--- src/rtl/axis_upsizer_pkg.sv ---
// Shared definitions for the AXI-Stream width upsizer: defaults, lane index width, lane ordering.
// Lane ordering is selected by AXIS_UPSIZE_MSB_FIRST_EN (undefined: first beat in lane 0).
package axis_upsizer_pkg;

  localparam int AXIS_DW_DEF    = 8;
  localparam int AXIS_RATIO_DEF = 4;

  function automatic int lane_idx_w(input int ratio);
    return $clog2(ratio);
  endfunction

  // Map the arrival order of a beat within a word onto its physical lane.
  function automatic int lane_sel(input int idx, input int ratio);
`ifdef AXIS_UPSIZE_MSB_FIRST_EN
    return ratio - 1 - idx;
`else
    if (ratio < 0) return 0;
    return idx;
`endif
  endfunction

endpackage

--- src/rtl/axis_upsizer_if.sv ---
// Narrow-in / wide-out stream bundle for axis_upsizer.
// slave: the upsizer's own view; master: the environment driving it.
interface axis_upsizer_if #(
  parameter int DW    = 8,
  parameter int RATIO = 4
);
  logic [DW-1:0]       s_tdata;
  logic                s_tvalid;
  logic                s_tready;
  logic                s_tlast;
  logic [DW*RATIO-1:0] m_tdata;
  logic [RATIO-1:0]    m_tkeep;
  logic                m_tvalid;
  logic                m_tready;
  logic                m_tlast;

  // A beat moves on a rising edge where valid && ready; a valid side holds its payload until then.
  modport slave (
    input  s_tdata, s_tvalid, s_tlast, m_tready,
    output s_tready, m_tdata, m_tkeep, m_tvalid, m_tlast
  );

  modport master (
    output s_tdata, s_tvalid, s_tlast, m_tready,
    input  s_tready, m_tdata, m_tkeep, m_tvalid, m_tlast
  );
endinterface

--- src/rtl/axis_upsizer_acc.sv ---
// Accumulator for axis_upsizer: gathers narrow beats into lanes until a word is full or tlast closes it.
// Lane order follows AXIS_UPSIZE_MSB_FIRST_EN via lane_sel.
module axis_upsizer_acc
  import axis_upsizer_pkg::*;
#(
  parameter int DW    = AXIS_DW_DEF,
  parameter int RATIO = AXIS_RATIO_DEF
) (
  input  logic                clk,
  input  logic                rstn,
  input  logic [DW-1:0]       s_tdata,
  input  logic                s_tlast,
  input  logic                s_fire,
  input  logic                xfer,
  output logic [DW*RATIO-1:0] acc_data,
  output logic [RATIO-1:0]    acc_keep,
  output logic                acc_last,
  output logic                acc_done,
  output logic [$clog2(RATIO)-1:0] acc_idx
);

  localparam int IW = lane_idx_w(RATIO);

  logic [IW-1:0]       idx, idx_n, lane;
  logic [DW*RATIO-1:0] data_n;
  logic [RATIO-1:0]    keep_n;
  logic                last_n, done_n;

  assign acc_idx = idx;

  // A transfer clears the accumulator first, so a beat in the same cycle lands in a fresh word.
  always_comb begin
    data_n = acc_data;
    keep_n = acc_keep;
    last_n = acc_last;
    done_n = acc_done;
    idx_n  = idx;
    lane   = IW'(lane_sel(int'(idx), RATIO));
    if (xfer) begin
      data_n = '0;
      keep_n = '0;
      last_n = 1'b0;
      done_n = 1'b0;
    end
    if (s_fire) begin
      for (int l = 0; l < RATIO; l++) begin
        if (lane == IW'(l)) begin
          data_n[l*DW +: DW] = s_tdata;
          keep_n[l]          = 1'b1;
        end
      end
      if (idx == IW'(RATIO - 1) || s_tlast) begin
        done_n = 1'b1;
        last_n = s_tlast;
        idx_n  = '0;
      end else begin
        idx_n = idx + 1'b1;
      end
    end
  end

  always_ff @(posedge clk) begin
    if (!rstn) begin
      acc_data <= '0;
      acc_keep <= '0;
      acc_last <= 1'b0;
      acc_done <= 1'b0;
      idx      <= '0;
    end else begin
      acc_data <= data_n;
      acc_keep <= keep_n;
      acc_last <= last_n;
      acc_done <= done_n;
      idx      <= idx_n;
    end
  end

endmodule

--- src/rtl/axis_upsizer.sv ---
// AXI-Stream width upsizer: packs RATIO DW-bit beats into one word, tlast closes a short word.
// Build option AXIS_UPSIZE_MSB_FIRST_EN puts the first beat in the top lane.
module axis_upsizer
  import axis_upsizer_pkg::*;
#(
  parameter int DW    = AXIS_DW_DEF,
  parameter int RATIO = AXIS_RATIO_DEF
) (
  input  logic           clk,
  input  logic           rstn,
  axis_upsizer_if.slave  axis,
  output logic [$clog2(RATIO)-1:0] dbg_idx,
  output logic           dbg_acc_done
);

  logic [DW*RATIO-1:0] acc_data;
  logic [RATIO-1:0]    acc_keep;
  logic                acc_last, acc_done;
  logic                out_free, xfer, s_fire;

  assign out_free      = !axis.m_tvalid || axis.m_tready;
  assign xfer          = acc_done && out_free;
  assign axis.s_tready = rstn && (!acc_done || out_free);
  assign s_fire        = axis.s_tvalid && axis.s_tready;
  assign dbg_acc_done  = acc_done;

  axis_upsizer_acc #(
    .DW    (DW),
    .RATIO (RATIO)
  ) u_acc (
    .clk      (clk),
    .rstn     (rstn),
    .s_tdata  (axis.s_tdata),
    .s_tlast  (axis.s_tlast),
    .s_fire   (s_fire),
    .xfer     (xfer),
    .acc_data (acc_data),
    .acc_keep (acc_keep),
    .acc_last (acc_last),
    .acc_done (acc_done),
    .acc_idx  (dbg_idx)
  );

  // Output payload only changes on a transfer, so it holds while stalled.
  always_ff @(posedge clk) begin
    if (!rstn) begin
      axis.m_tdata  <= '0;
      axis.m_tkeep  <= '0;
      axis.m_tlast  <= 1'b0;
      axis.m_tvalid <= 1'b0;
    end else if (xfer) begin
      axis.m_tdata  <= acc_data;
      axis.m_tkeep  <= acc_keep;
      axis.m_tlast  <= acc_last;
      axis.m_tvalid <= 1'b1;
    end else if (axis.m_tready) begin
      axis.m_tvalid <= 1'b0;
    end
  end

endmodule
--- src/flat_wrapper.sv ---
// flat-port wrapper written by rule: the top's interface ports become plain ports
module axis_upsizer_flat import axis_upsizer_pkg::*;
#(
  parameter int DW    = AXIS_DW_DEF,
  parameter int RATIO = AXIS_RATIO_DEF
)
  (clk, rstn, dbg_idx, dbg_acc_done, axis_s_tdata, axis_s_tvalid, axis_s_tlast, axis_m_tready, axis_s_tready, axis_m_tdata, axis_m_tkeep, axis_m_tvalid, axis_m_tlast);
  axis_upsizer_if #(.DW(DW), .RATIO(RATIO)) axis_i ();
  input  logic clk;
  input  logic rstn;
  output logic [$clog2(RATIO)-1:0] dbg_idx;
  output logic dbg_acc_done;
  input wire logic [$bits(axis_i.s_tdata)-1:0] axis_s_tdata;
  input wire logic [$bits(axis_i.s_tvalid)-1:0] axis_s_tvalid;
  input wire logic [$bits(axis_i.s_tlast)-1:0] axis_s_tlast;
  input wire logic [$bits(axis_i.m_tready)-1:0] axis_m_tready;
  output wire logic [$bits(axis_i.s_tready)-1:0] axis_s_tready;
  output wire logic [$bits(axis_i.m_tdata)-1:0] axis_m_tdata;
  output wire logic [$bits(axis_i.m_tkeep)-1:0] axis_m_tkeep;
  output wire logic [$bits(axis_i.m_tvalid)-1:0] axis_m_tvalid;
  output wire logic [$bits(axis_i.m_tlast)-1:0] axis_m_tlast;
  assign axis_i.s_tdata = axis_s_tdata;
  assign axis_i.s_tvalid = axis_s_tvalid;
  assign axis_i.s_tlast = axis_s_tlast;
  assign axis_i.m_tready = axis_m_tready;
  assign axis_s_tready = axis_i.s_tready;
  assign axis_m_tdata = axis_i.m_tdata;
  assign axis_m_tkeep = axis_i.m_tkeep;
  assign axis_m_tvalid = axis_i.m_tvalid;
  assign axis_m_tlast = axis_i.m_tlast;
  axis_upsizer #(.DW(DW), .RATIO(RATIO)) u_core (.clk(clk), .rstn(rstn), .axis(axis_i), .dbg_idx(dbg_idx), .dbg_acc_done(dbg_acc_done));
endmodule
--- config.mk ---
export PLATFORM = sky130hd
export DESIGN_NAME = axis_upsizer_flat
export DESIGN_NICKNAME = d
export VERILOG_FILES = /design/src/rtl/axis_upsizer_pkg.sv /design/src/rtl/axis_upsizer_if.sv /design/src/rtl/axis_upsizer_acc.sv /design/src/rtl/axis_upsizer.sv /design/src/flat_wrapper.sv
export SDC_FILE = /design/constraint.sdc
export NUM_CORES = 1
export LEC_CHECK = 0
export CORE_ASPECT_RATIO = 0.75
export CORE_UTILIZATION = 30
export CTS_CLUSTER_DIAMETER = 200
export DETAILED_ROUTE_END_ITERATION = 10
export SLEW_MARGIN = 20
export SYNTH_ARGS = -nofsm -noshare
export SYNTH_HDL_FRONTEND = slang
export SYNTH_HIERARCHICAL = 1
export SYNTH_SLANG_ARGS = --single-unit
export TNS_END_PERCENT = 10
--- constraint.sdc ---
create_clock -name clk -period 2 [get_ports clk]
set_input_delay 0.6 -clock clk [delete_from_list [all_inputs] [get_ports clk]]
set_output_delay 0.6 -clock clk [all_outputs]
set_load 0.005 [all_outputs]
==> flow_metrics.tcl <==
set metrics [dict create \
    io_buffers 54 \
    synth_warnings 6 \
    cp.required_ns 1.40 \
    drive_gt1_share_pct 11.4 \
    syn_area_mm2 0.00321 \
    rrSetupSlack_ns 0.31 \
    hold_class "reg2reg" \
    dp_hpwl_mm 5.02 \
    max_freq_mhz 515 \
    ctsHoldBuffers 0 \
    synth.avg_cell_area_um2 9.21 \
    gp_congestion 0.745 \
    start_kind "flop" \
    cp_max_fo 6 \
    vias 2469 \
    fin_skew_ns 0.00462 \
    final_util_pct 40.7 \
    worstPathArrival_ns 1.34 \
    cap_viol_max_count 0 \
    hold_violations 0 \
    syn_nets 366 \
    whs_ns 0.455 \
    numCtsBuffers 9 \
    startpoint "u_core/u_acc/acc_idx[0]$_SDFFE_PN0P_" \
    area_growth_pct 31.2 \
    ir_drop_uv 439 \
    cpMaxStageDelayCell "clkdlybuf4s50_1" \
    layout_commonest_cell "nand2_1" \
    antenna_found_initial 0 \
    synth_top_area_cell "dfxtp_1" \
    clock_sinks 78 \
    cts_tree "built" \
    ys_ff_latch 78 \
    placedCellCount 532 \
    clk_latency_ns 0.33 \
    grt_max_degree 74 \
    totalWireLength_mm 7.37 \
    worst_slack_ns 0.0580 \
    status "finished, final reports clean" \
    grt_pass1_vias 2339 \
    die_y_um 91.6 \
    diodes 0 \
    track_usage_pct 14.3 \
    instances_no_fill 548 \
    drc 0 \
    grt_first_pass_wirelength_mm 12.0 \
    pin_count 55 \
    min_period_ns 1.94 \
    rsz0062_at_grt "false" \
    ctsLongestPathBuffers 2 \
    power_density_mw_per_mm2 834 \
    cts.clk_slew.worst_paths_ns 0.06 \
    initial_core_util_pct 31.0 \
    yosys.area.top_type_share_pct 48.6 \
    maxSlewViolCount 0 \
    p_leak_nw 1.40 \
    cp_cell_sequence "clkdlybuf4s50_1" \
    detail_route.vias_per_cell 4.51 \
    postRouteAntennaNets 0 \
    clockRootBuffer "clkbuf_16" \
    grt-ovfl-total 0 \
    die_w_um 122 \
    setup-tns-final_ns 0 \
    layout_common_cells "nand2_1 (111), dfxtp_1 (78), clkdlybuf4s50_1 (51)" \
    crit_path_end_kind "output port" \
    dieArea_mm2 0.0111 \
    ys_seq_area_share_pct 48.6 \
    yosysUniqueCellTypes 25 \
    max_slew_margin_pct 55.7 \
    drtIter0Drc 111 \
    final_net_count 424 \
    core_area_mm2 0.0104 \
    rows 32 \
    pre_cts_ws_ns -0.540 \
    synth_area_leaders "dfxtp_1 (49%), nand2_1 (13%), mux2i_1 (12%)" \
    syn-instance-count 349 \
    critPathMaxStageDelay_ns 0.56 \
    min_from "u_core/axis.m_tdata[7]$_SDFFE_PN0P_" \
    reg2reg_from "u_core/axis.m_tvalid$_SDFFE_PN0P_" \
    drtPass1Iterations 4 \
    path_delay_family "buffers and inverters" \
    cts.htree.levels 3 \
    criticalPathCategory "reg2out" \
    min_period_over_period_pct 97.1 \
    wire_per_inst_um 13.4 \
    max_slew.worst_pin.slew_ns 0.664 \
    finalSetupViolations 0 \
    critPathBufInv 1 \
]
-- kinds of logic after synthesis --
logic type	after synthesis	share of synthesized area, %
adder cells (fa/ha/maj)	4	1.56
AO/OA/AOI/OAI	42	10.4
multiplexers	38	11.8
AND/OR/NAND/NOR	159	21.6
flip-flops	78	48.6
buffers and inverters	28	6.03
-- metrics by stage --
| stage | power (mW) | area (µm²) |
|---|---|---|
| after floorplan | 1.75 | 3210 |
| after global placement | 1.83 | 3900 |
| after detailed placement | 1.83 | 3900 |
| after CTS | 3.58 | 4220 |
| after global routing | 3.66 | 4220 |
| final | 3.52 | 4220 |
-- layout make-up --
class / instances / area (µm²)
Clock inverter: 4 / 70.1
Clock buffer: 12 / 246
Tap cell: 136 / 170
Multi-Input combinational cell: 243 / 1460
Timing Repair Buffer: 72 / 696
Sequential cell: 78 / 1560
Fill cell: 1045 / 6150
Inverter: 3 / 11.3
-- state kept, by name, indices dropped and copies added (netlist names) --
register               flops
u_core/axis.m_tlast        1
u_core/u_acc/acc_data     32
u_core/u_acc/acc_keep      4
u_core/axis.m_tdata       32
u_core/axis.m_tvalid       1
u_core/axis.m_tkeep        4
u_core/u_acc/acc_idx       2
u_core/u_acc/acc_last      1
u_core/u_acc/acc_done      1
-- worst paths after layout --
check             cells after the start                                  end
hold / removal                        2  u_core/axis.m_tdata[7]$_SDFFE_PN0P_
setup reg to reg                      7  u_core/u_acc/acc_data[7]$_SDFF_PN0_
setup / recovery                      1                           dbg_idx[0]
hold reg to reg                       2  u_core/axis.m_tdata[7]$_SDFFE_PN0P_
-- power by group --
group          leakage [nW]  internal (mW)  switching [mW]
combinational         0.618         0.0936           0.117
sequential            0.630           1.57          0.0121
clock                 0.157           1.12           0.599
-- cell usage after synthesis, drive strengths merged --
library cell  instances
nand2               112
dfxtp                78
mux2i                38
a21boi               34
nand3                32
buf                  19
nor2b                 8
and2                  6
clkbuf                6
a21oi                 4
ha                    4
inv                   3
a32oi                 1
nor3                  1
o21a                  1
o21ai                 1
o32ai                 1
-- per-layer routing --
metal | global-route usage (%) | vias to the layer above | part of all wire, %
met5 | 0 | - | 0
met4 | 4.63 | 0 | 0.88
met3 | 5.16 | 6 | 5.8
met2 | 20.4 | 56 | 43
met1 | 19.9 | 1136 | 50
li1 | - | 1271 | -
-- timing repair --
action | 4_1_cts | 5_1_grt
resized for setup | 6 | 0
buffers inserted | 0 | 0
setup endpoints to repair | 40 | 0
(Power assumes the default switching activity.)
